--- config.mk ---
export PLATFORM = sky130hd
export DESIGN_NAME = instruction_fetch
export DESIGN_NICKNAME = d
export VERILOG_FILES = /design/src/rtl/instruction_fetch_pkg.sv /design/src/rtl/instruction_fetch_fifo.sv /design/src/rtl/instruction_fetch.sv
export SDC_FILE = /design/constraint.sdc
export NUM_CORES = 1
export LEC_CHECK = 0
export ABC_AREA = 1
export CORE_MARGIN = 5
export CORE_UTILIZATION = 50
export CTS_BUF_LIST = sky130_fd_sc_hd__clkbuf_8
export CTS_CLUSTER_SIZE = 24
export DETAILED_ROUTE_END_ITERATION = 10
export PLACE_DENSITY = 0.8
export SETUP_SLACK_MARGIN = 0.02
export SYNTH_ARGS = -nofsm -noshare
export SYNTH_HDL_FRONTEND = slang
export SYNTH_SLANG_ARGS = --single-unit
--- constraint.sdc ---
create_clock -name clock -period 5.55 [get_ports clock]
set_clock_uncertainty 0.05 [all_clocks]
set_input_delay 1.11 -clock clock [delete_from_list [all_inputs] [get_ports clock]]
set_output_delay 1.11 -clock clock [all_outputs]
set_load 0.01 [all_outputs]
--- src/rtl/instruction_fetch_pkg.sv ---
// Shared definitions for the instruction fetch stage: FSM encodings and fetch constants.
package instruction_fetch_pkg;

  typedef enum logic [1:0] {
    S_BOOT  = 2'd0,
    S_RUN   = 2'd1,
    S_DRAIN = 2'd2
  } fetch_state_e;

  localparam logic [31:0] NOP_INSTR        = 32'h0000_0000;
  localparam logic [31:0] PC_STEP          = 32'd4;
  localparam logic [31:0] RESET_PC_DEFAULT = 32'h0000_0000;

endpackage

--- src/rtl/instruction_fetch_fifo.sv ---
// DEPTH-entry FIFO holding {pc, instruction}; head is read combinationally from registered storage.
module instruction_fetch_fifo #(
  parameter int DEPTH = 2,
  parameter int W     = 64
) (
  input  logic                     clock,
  input  logic                     reset_n,
  input  logic                     push,
  input  logic                     pop,
  input  logic                     flush,
  input  logic [W-1:0]             wdata,
  output logic [W-1:0]             rdata,
  output logic                     full,
  output logic                     empty,
  output logic [$clog2(DEPTH):0]   count
);

  localparam int PW = $clog2(DEPTH);
  localparam int CW = PW + 1;

  logic [W-1:0]  mem [DEPTH];
  logic [PW-1:0] wr_ptr;
  logic [PW-1:0] rd_ptr;
  logic          do_push;
  logic          do_pop;

  assign empty   = (count == '0);
  assign full    = (count == CW'(DEPTH));
  assign do_pop  = pop && !empty;
  assign do_push = push && (!full || do_pop);
  assign rdata   = mem[rd_ptr];

  always_ff @(posedge clock or negedge reset_n) begin
    if (!reset_n) begin
      wr_ptr <= '0;
      rd_ptr <= '0;
      count  <= '0;
    end else if (flush) begin
      wr_ptr <= '0;
      rd_ptr <= '0;
      count  <= '0;
    end else begin
      if (do_push) wr_ptr <= wr_ptr + 1'b1;
      if (do_pop)  rd_ptr <= rd_ptr + 1'b1;
      count <= count + CW'(do_push) - CW'(do_pop);
    end
  end

  // Storage carries no reset; validity is tracked by count alone.
  always_ff @(posedge clock) begin
    if (do_push && !flush) mem[wr_ptr] <= wdata;
  end

endmodule

--- src/rtl/instruction_fetch.sv ---
// Fetch stage: owns the PC, issues in-order imem reads under a credit limit, buffers responses.
// Optional build macro FETCH_PERF_CNT_EN adds perf_fetched / perf_stall / perf_bubble counters.
//
// state   | meaning
// S_BOOT  | one idle cycle after reset release
// S_RUN   | issuing fetches and accepting responses into the FIFO
// S_DRAIN | redirect taken with fetches in flight; stale responses are dropped
module instruction_fetch
  import instruction_fetch_pkg::*;
#(
  parameter int                ADDR_W   = 32,
  parameter logic [ADDR_W-1:0] RESET_PC = ADDR_W'(RESET_PC_DEFAULT),
  parameter int                DEPTH    = 2
) (
  input  logic              clock,
  input  logic              reset_n,
  output logic              imem_req,
  output logic [ADDR_W-1:0] imem_addr,
  input  logic              imem_ready,
  input  logic              imem_rvalid,
  input  logic [31:0]       imem_rdata,
  input  logic              redirect_valid,
  input  logic [ADDR_W-1:0] redirect_pc,
  output logic              inst_valid,
  input  logic              inst_ready,
  output logic [31:0]       instruction,
  output logic [ADDR_W-1:0] inst_pc
`ifdef FETCH_PERF_CNT_EN
  ,
  output logic [31:0]       perf_fetched,
  output logic [31:0]       perf_stall,
  output logic [31:0]       perf_bubble
`endif
);

  localparam int PW = $clog2(DEPTH);
  localparam int CW = PW + 1;
  localparam logic [CW:0] DEPTH_C = (CW+1)'(DEPTH);

  fetch_state_e      state;
  fetch_state_e      state_nxt;
  logic [ADDR_W-1:0] pc;
  logic [CW-1:0]     outstanding;
  logic [CW-1:0]     out_nxt;
  logic [ADDR_W-1:0] pcq [DEPTH];
  logic [PW-1:0]     pq_wr;
  logic [PW-1:0]     pq_rd;
  logic [ADDR_W-1:0] redirect_aligned;

  logic              accept;
  logic              rsp_ok;
  logic              credit_ok;
  logic              fifo_push;
  logic              fifo_pop;
  logic              fifo_full;
  logic              fifo_empty;
  logic [CW-1:0]     fifo_count;
  logic [ADDR_W+31:0] fifo_head;

  assign redirect_aligned = redirect_pc & ~ADDR_W'(3);

  // Outstanding plus buffered never exceeds DEPTH, so responses never need back-pressure.
  assign credit_ok = !fifo_full && (({1'b0, outstanding} + {1'b0, fifo_count}) < DEPTH_C);
  assign imem_req  = (state == S_RUN) && !redirect_valid && credit_ok;
  assign imem_addr = pc;
  assign accept    = imem_req && imem_ready;
  assign rsp_ok    = imem_rvalid && (outstanding != '0);
  assign out_nxt   = outstanding + CW'(accept) - CW'(rsp_ok);

  assign fifo_push = rsp_ok && (state == S_RUN) && !redirect_valid;
  assign fifo_pop  = inst_valid && inst_ready && !redirect_valid;

  assign inst_valid  = !fifo_empty;
  assign instruction = inst_valid ? fifo_head[31:0] : NOP_INSTR;
  assign inst_pc     = inst_valid ? fifo_head[ADDR_W+31:32] : '0;

  always_comb begin
    state_nxt = state;
    case (state)
      S_BOOT:  state_nxt = S_RUN;
      S_RUN:   if (redirect_valid && (out_nxt != '0)) state_nxt = S_DRAIN;
      S_DRAIN: if (out_nxt == '0) state_nxt = S_RUN;
      default: state_nxt = S_BOOT;
    endcase
  end

  always_ff @(posedge clock or negedge reset_n) begin
    if (!reset_n) begin
      state       <= S_BOOT;
      pc          <= RESET_PC;
      outstanding <= '0;
      pq_wr       <= '0;
      pq_rd       <= '0;
    end else begin
      state       <= state_nxt;
      outstanding <= out_nxt;
      if (accept) pq_wr <= pq_wr + 1'b1;
      if (rsp_ok) pq_rd <= pq_rd + 1'b1;
      if (redirect_valid)  pc <= redirect_aligned;
      else if (accept)     pc <= pc + ADDR_W'(PC_STEP);
    end
  end

  // PC of each in-flight request, consumed in order as responses return (dropped or not).
  always_ff @(posedge clock) begin
    if (accept) pcq[pq_wr] <= pc;
  end

  instruction_fetch_fifo #(
    .DEPTH (DEPTH),
    .W     (ADDR_W + 32)
  ) u_fifo (
    .clock   (clock),
    .reset_n (reset_n),
    .push    (fifo_push),
    .pop     (fifo_pop),
    .flush   (redirect_valid),
    .wdata   ({pcq[pq_rd], imem_rdata}),
    .rdata   (fifo_head),
    .full    (fifo_full),
    .empty   (fifo_empty),
    .count   (fifo_count)
  );

`ifdef FETCH_PERF_CNT_EN
  always_ff @(posedge clock or negedge reset_n) begin
    if (!reset_n) begin
      perf_fetched <= '0;
      perf_stall   <= '0;
      perf_bubble  <= '0;
    end else begin
      if (fifo_pop)                        perf_fetched <= perf_fetched + 32'd1;
      if (inst_valid && !inst_ready)       perf_stall   <= perf_stall + 32'd1;
      if (!inst_valid && (state == S_RUN)) perf_bubble  <= perf_bubble + 32'd1;
    end
  end
`endif

endmodule
==> summary.md, run 1 <==
| Metric | Value |
|---|---|
| Outcome | `complete, no violations` |
| Initial Utilization | `around 51%` |
| DRT Pass-1 Iters | `5` |
| Final Cycle Share | `a little under three quarters` |
| H-tree depth | `2` |
| WL final | `around 21000 um` |
| Fin. max-slew vios | `0` |
| First-pass GRT wire length | `33950 um` |
| RSZ-0062 raised after global routing | `false` |
| CP Capture Type | `primary output` |
| Setup Buffers After CTS | `0` |
| Gpl congestion | `just over 0.8` |
| Leakage | `4.786 nW` |
| Die X | `148.6 um` |
| Post-synthesis register bit count | `224` |
| Die Y | `approximately 150 um` |
| Initial antenna violation count | `0` |
| Top cell type by total area after synthesis | `edfxtp_1` |
| Full die area | `22090 sq um` |
| Setup CP Type | `reg2out` |
| Count of cell types in the netlist | `31` |
| HP Class | `reg2reg` |
| Port Buffers | `about 160` |
| Worst rel slew slack | `33.90%` |
| Vias in the first global route | `approximately 6.7k` |
| Pin count of the biggest net entering global routing | `63` |
| Least-Margin Pin Slew | `989.1 ps` |
| CP required | `around 4400 ps` |
| Min cycle time layout | `~4000 ps` |
| EDFF count, synth | `184` |
| Row cnt | `50` |
| Pre-CTS setup slack | `around 1600 ps` |
| Core Box Area | `~19000 sq um` |
| Cell Area, Synth | `between 9000 and 10000 sq um` |
| Fraction of registers with async set/reset | `roughly 18%` |
| Crit start category | `flop` |
| Area delta synth->final | `26.30%` |
| Final worst-path setup slack | `around 1600 ps` |
| Worst hold slack | `492.5 ps` |
| Worst skew pair latency | `520 ps` |
| Post-synth top area share | `57.49%` |
| Root buf cell | `clkbuf_8` |
| Cts hold-fix bufs | `0` |
| Post-synthesis sequential area ratio | `about two thirds` |
| Share of cells above drive strength 1 | `under 10%` |
| Cts bufs inserted | `36` |
| CP Data Arrival Time | `approximately 2800 ps` |
| Main synth FF type | `edfxtp_1` |
| Num ports | `approximately 170` |
| # diodes | `0` |
| Synthesized area per cell | `about 10 sq um` |
| Fmax | `252.3 MHz` |
| Max_cap viols | `0` |
| Final hold vios | `0` |
| Initial DRC Count | `between 300 and 400` |
| CTS tree | `built` |
| Post-route ant nets | `0` |
| Final std cell area, no fill | `roughly 12000 sq um` |
| Cells after synthesis | `just over 900` |
| DP Cell Count | `1325` |
| Maximum vdd ir drop | `just under 0.0002 V` |
| DRC errors left | `0` |
| DP Wirelength | `13690 um` |
| Sinks on Clock Net | `224` |
| CP max FO | `39` |
| Synth area leaders | `edfxtp_1 57%, nand2_1 15%, dfrtp_1 10%, nand3_1 3.7%, a21oi_1 3.3%` |
| Via/cell ratio | `4.932` |
| Pwr per Cell Area | `between 400 and 500 nW/um^2` |
| Vias | `6845` |
| TNS Setup | `0 ps` |
| Tot GR Track Use | `a little under a fifth` |
| Resized cells post-CTS | `0` |
| Setup violators final | `0` |
| DR WL/cell | `15.08 um` |
| Final std cells w/o fill | `~1.4k` |
| Layout net count | `between 1k and 1.5k` |
| CTS Buffer Depth | `3` |
| GRT overflow | `0` |
| Placed Area | `between 10000 and 15000 sq um` |
| Synth warn | `0` |
| Clk slew on worst S/H paths | `roughly 60 ps` |
layout by cell type, fill, tap and decap left out, types with 2 or more instances in the layout:
cell | Yosys | routed
nand2_2 | 3 | 3
edfxtp_1 | 184 | 184
nor2_2 | 6 | 8
o21bai_1 | 8 | 8
dfrtp_1 | 40 | 39
nor2_4 | 2 | 5
nand2_1 | 381 | 381
buf_4 | 7 | 11
ha_1 | 5 | 5
xor2_1 | 6 | 6
clkinv_2 | 0 | 6
inv_2 | 3 | 3
o21ai_0 | 4 | 4
conb_1 | 1 | 4
nor2_1 | 45 | 40
xnor2_1 | 4 | 4
and2_1 | 2 | 2
nand3_1 | 71 | 71
clkbuf_8 | 0 | 36
inv_1 | 54 | 66
clkdlybuf4s50_1 | 0 | 160
bufinv_16 | 0 | 2
clkinv_1 | 1 | 6
a21oi_1 | 63 | 63
through the flow:
| step | utilization [%] | total power (W) |
|---|---|---|
| 2_1_floorplan | - | 0.003036 |
| 3_3_place_gp | 60.92 | 0.003637 |
| 3_5_place_dp | 60.92 | 0.003690 |
| 4_1_cts | 64.46 | 0.005018 |
| 5_1_grt | 64.46 | 0.005263 |
| 6_report | 64.46 | 0.004964 |
flip-flops by register name, indices dropped and copies added (netlist names):
name,flops
u_fifo.count,2
u_fifo.mem,124
pcq,60
u_fifo.wr_ptr,1
u_fifo.rd_ptr,1
pq_wr,1
pq_rd,1
imem_addr,30
state,2
outstanding,2
where the power goes:
group          switching [W]  internal, W
Combinational       0.000813     0.000572
Clock               0.000614     0.000702
Sequential          0.000162      0.00210
final timing paths:
path,cells past startpoint,slack (ps),to,startpoint
setup / recovery,4,1590,instruction[3],u_fifo.count[1]
hold / removal,2,490,u_fifo.mem[1][34],pcq[0][2]
setup reg to reg,13,2660,state[1],u_fifo.count[0]
hold reg to reg,2,490,u_fifo.mem[1][34],pcq[0][2]
max in group asynchronous,1,4090,u_fifo.rd_ptr,reset_n
min in group asynchronous,1,690,imem_addr[29],reset_n
cells in the mapped netlist, types with 2 or more instances:
cell type,instances
a21oi_1,63
and2_1,2
buf_4,7
buf_6,2
clkbuf_1,29
dfrtp_1,40
edfxtp_1,184
ha_1,5
inv_1,54
inv_2,3
nand2_1,381
nand2_2,3
nand3_1,71
nor2_1,45
nor2_2,6
nor2_4,2
o21ai_0,4
o21bai_1,8
xnor2_1,4
xor2_1,6
worst max-delay path: stages (launching register included):
cell and delay [ps]:
dfrtp_1 460, nor2_4 780, buf_4 430, a21oi_1 90
clkdlybuf4s50_1 510
per-layer routing:
layer,part of all wire [%],up-vias,track usage [%]
li1,-,3434,-
met1,43,3165,25.95
met2,47,217,30.64
met3,7.4,29,5.027
met4,1.8,0,5.358
met5,0,-,0
cell families (layout without fill, tap and decap cells):
| kind of cell | Yosys count | count (layout) | synth area share, % |
|---|---|---|---|
| compound gates | 76 | 76 | 4.192 |
| mux | 1 | 1 | 0.1042 |
| flops | 224 | 224 | 67.91 |
| buf+inv | 98 | 293 | 4.270 |
| simple gates | 514 | 514 | 21.72 |
| xor+xnor | 10 | 10 | 0.9113 |
| fa+ha+maj | 6 | 6 | 0.8593 |
| other cells | 1 | 4 | 0.03902 |
final cells by class:
class                           count  area, sq um
Inverter                           58        217.7
Clock inverter                     27        170.2
Multi-Input combinational cell    611         2713
Tap cell                          260        325.3
Timing Repair Buffer              172         1689
Sequential cell                   224         6528
Fill cell                        1494         6693
Clock buffer                       36        495.5
Power figures use the tool's default switching activity.
==> run 2, diff against run 1 <==
CORE_UTILIZATION = 49   (was 50)
PLACE_DENSITY = 0.82   (was 0.8)
clock period = 3.32 ns   (was 5.55 ns; I/O delays follow)
==> run 2 against run 1 <==
Compared with the run above:
- global-route usage increased by 0.081 points
- design area increased by 0.97%
- routed wire length increased by 1.6%
- combinational power increased by 66%
- sequential cell count unchanged
- count of clock-buffer cells in the layout increased by 4
- setup slack got worse by 1400 ps
- clock power increased by 72%
- worst hold slack got worse by 240 ps
- critical path type unchanged
- die area increased by 1.9%
- cell count increased by 0.72%
- total power increased by 69%
==> summary.md, run 2 (synthesized netlist as in run 1, its figures left out) <==
| Metric | Value |
|---|---|
| Outcome | `complete, no violations (unchanged)` |
| Clk slew on worst S/H paths | `60 ps (about the same)` |
| Crit path from | `u_fifo.count[0] (was u_fifo.count[1])` |
| CP Data Arrival Time | `2450 ps (was 2800 ps)` |
| Commonest non-fill, non-tap cell in the layout | `nand2_1 (unchanged)` |
| Min cycle time layout | `roughly 3200 ps` |
| Area delta synth->final | `27.52% (was 26.30%)` |
| Sinks on Clock Net | `224 (unchanged)` |
| Leakage | `4.837 nW (was 4.786 nW)` |
| Final core utilization | `63.18% (was 64.46%)` |
| Critical path destination | `imem_req (was instruction[3])` |
| CP max FO | `3 (was 39)` |
| Max FFs per register | `124 (unchanged)` |
| Worst rel slew slack | `29.21% (was 33.90%)` |
| Crit Reg-Reg Endpoint | `state[1] (unchanged)` |
| Full die area | `22510 sq um (was 22090 sq um)` |
| Final Cycle Share | `around 95%` |
| Initial antenna violation count | `0 (unchanged)` |
| Row cnt | `51 (was 50)` |
| Worst hold slack | `248.4 ps (was 492.5 ps)` |
| Num ports | `168 (unchanged)` |
| Max_cap viols | `0 (unchanged)` |
| Met1 wire length | `8739 um (was 9091 um)` |
| Cts hold-fix bufs | `0 (unchanged)` |
| CP Capture Type | `primary output (unchanged)` |
| Layout net count | `1183 (was 1179)` |
| RSZ-0062 raised after global routing | `false (unchanged)` |
| Gpl congestion | `0.8421 (was 0.8270)` |
| CP required | `2610 ps (was 4390 ps)` |
| Reg2Reg Setup Slack | `650 ps (was 2660 ps)` |
| Root buf cell | `clkbuf_8 (unchanged)` |
| Final hold vios | `0 (unchanged)` |
| DRT Pass-1 Iters | `5 (unchanged)` |
| HP Class | `in2async (was reg2reg)` |
| Tot GR Track Use | `19.18% (was 19.10%)` |
| Core Box Area | `19400 sq um (was 18830 sq um)` |
| H-tree depth | `2 (unchanged)` |
| Maximum vdd ir drop | `0.0003158 V (was 0.0001921 V)` |
| First-pass GRT wire length | `34400 um (was 33950 um)` |
| Share of cells above drive strength 1 | `7.414% (was 7.181%)` |
| DRC errors left | `0 (unchanged)` |
| Cts bufs inserted | `36 (unchanged)` |
| Initial Utilization | `49.54% (was 51.04%)` |
| Routed wl met3 | `1810 um (was 1552 um)` |
| Setup Buffers After CTS | `0 (unchanged)` |
| Via/cell ratio | `4.998 (was 4.932)` |
| Fmax | `~320 MHz` |
| GRT overflow | `0 (unchanged)` |
| CTS Buffer Depth | `3 (unchanged)` |
| R2R Path Start | `u_fifo.count[0] (unchanged)` |
| WL final | `21260 um (was 20930 um)` |
| Commonest cells after routing, fill and taps aside | `381 x nand2_1, 184 x edfxtp_1, 160 x clkdlybuf4s50_1 (unchanged)` |
| CTS tree | `built (unchanged)` |
| Vias | `6987 (was 6845)` |
| Pin count of the biggest net entering global routing | `65 (was 63)` |
| Setup violators final | `0 (unchanged)` |
| Pwr per Cell Area | `685.9 nW/um^2 (was 409.0 nW/um^2)` |
| Vias in the first global route | `7006 (was 6680)` |
| Crit start category | `flop (unchanged)` |
| FF-to-FF path depth | `13 (unchanged)` |
| DP Wirelength | `14040 um (was 13690 um)` |
| TNS Setup | `0 ps (unchanged)` |
| Resized cells post-CTS | `0 (unchanged)` |
| Top register by number of flip-flops | `u_fifo.mem (unchanged)` |
| Post-route ant nets | `0 (unchanged)` |
| Setup CP Type | `reg2out (unchanged)` |
| Port Buffers | `161 (unchanged)` |
| Highest metal used | `met4 (unchanged)` |
| DR WL/cell | `15.20 um (was 15.08 um)` |
| Worst skew pair latency | `510 ps (was 520 ps)` |
| Fin. max-slew vios | `0 (unchanged)` |
| Die X | `150.0 um (was 148.6 um)` |
| Die Y | `150.0 um (was 148.6 um)` |
| Least-Margin Pin Slew | `1062 ps (was 989.1 ps)` |
| # diodes | `0 (unchanged)` |
| Wire length on met2 | `10200 um (was 9913 um)` |
| Initial DRC Count | `409 (was 368)` |
[run 2: cell type report]
cell class | instances | area, sq um
fill | 1541 | 7143
inverter | 58 | 217.7
sequential | 224 | 6528
tap | 265 | 331.6
timing repair buffer | 176 | 1769
multi-input combinational | 611 | 2713
clock buffer | 40 | 550.5
clock inverter | 24 | 146.4
[run 2: worst min path at each step]
stage | startpoint | to | slack, ps
6_report | reset_n | imem_addr[29] | 250
5_1_grt | reset_n | state[0] | 310
4_1_cts | reset_n | imem_addr[15] | 270
3_5_place_dp | state[0] | state[0] | 470
3_3_place_gp | pcq[0][13] | u_fifo.mem[0][45] | 460
2_1_floorplan | reset_n | imem_addr[10] | 320
[run 2: per-stage QoR]
stage | std cells | power, W | instance area, sq um | setup slack, ps
floorplan | 933 | 0.005071 | 9627 | 9.037
global placement | 1334 | 0.006116 | 11560 | 612.5
detailed placement | 1334 | 0.006213 | 11560 | 552.4
CTS | 1398 | 0.008505 | 12260 | 128.5
global route | 1398 | 0.008941 | 12260 | 52.06
finish | 1398 | 0.008406 | 12260 | 153.2
[run 2: critical path, cell delays in order, from the launching register on]
cell	delay (ps)
dfrtp_1	430
nand2_1	80
inv_1	40
fa_1	430
nor2_1	150
nand2_2	120
nor2_4	160
clkdlybuf4s50_1	550
[run 2: per-layer routing]
layer  GRT usage [%]  vias up
met5               0        -
li1                -     3425
met3           4.694       40
met2           31.61      273
met4           6.770        0
met1           24.89     3249
[run 2: power by group]
| group | internal [W] | switching, W |
|---|---|---|
| registers | 0.00351 | 0.000331 |
| clock network | 0.00126 | 0.00101 |
| logic | 0.000994 | 0.00130 |
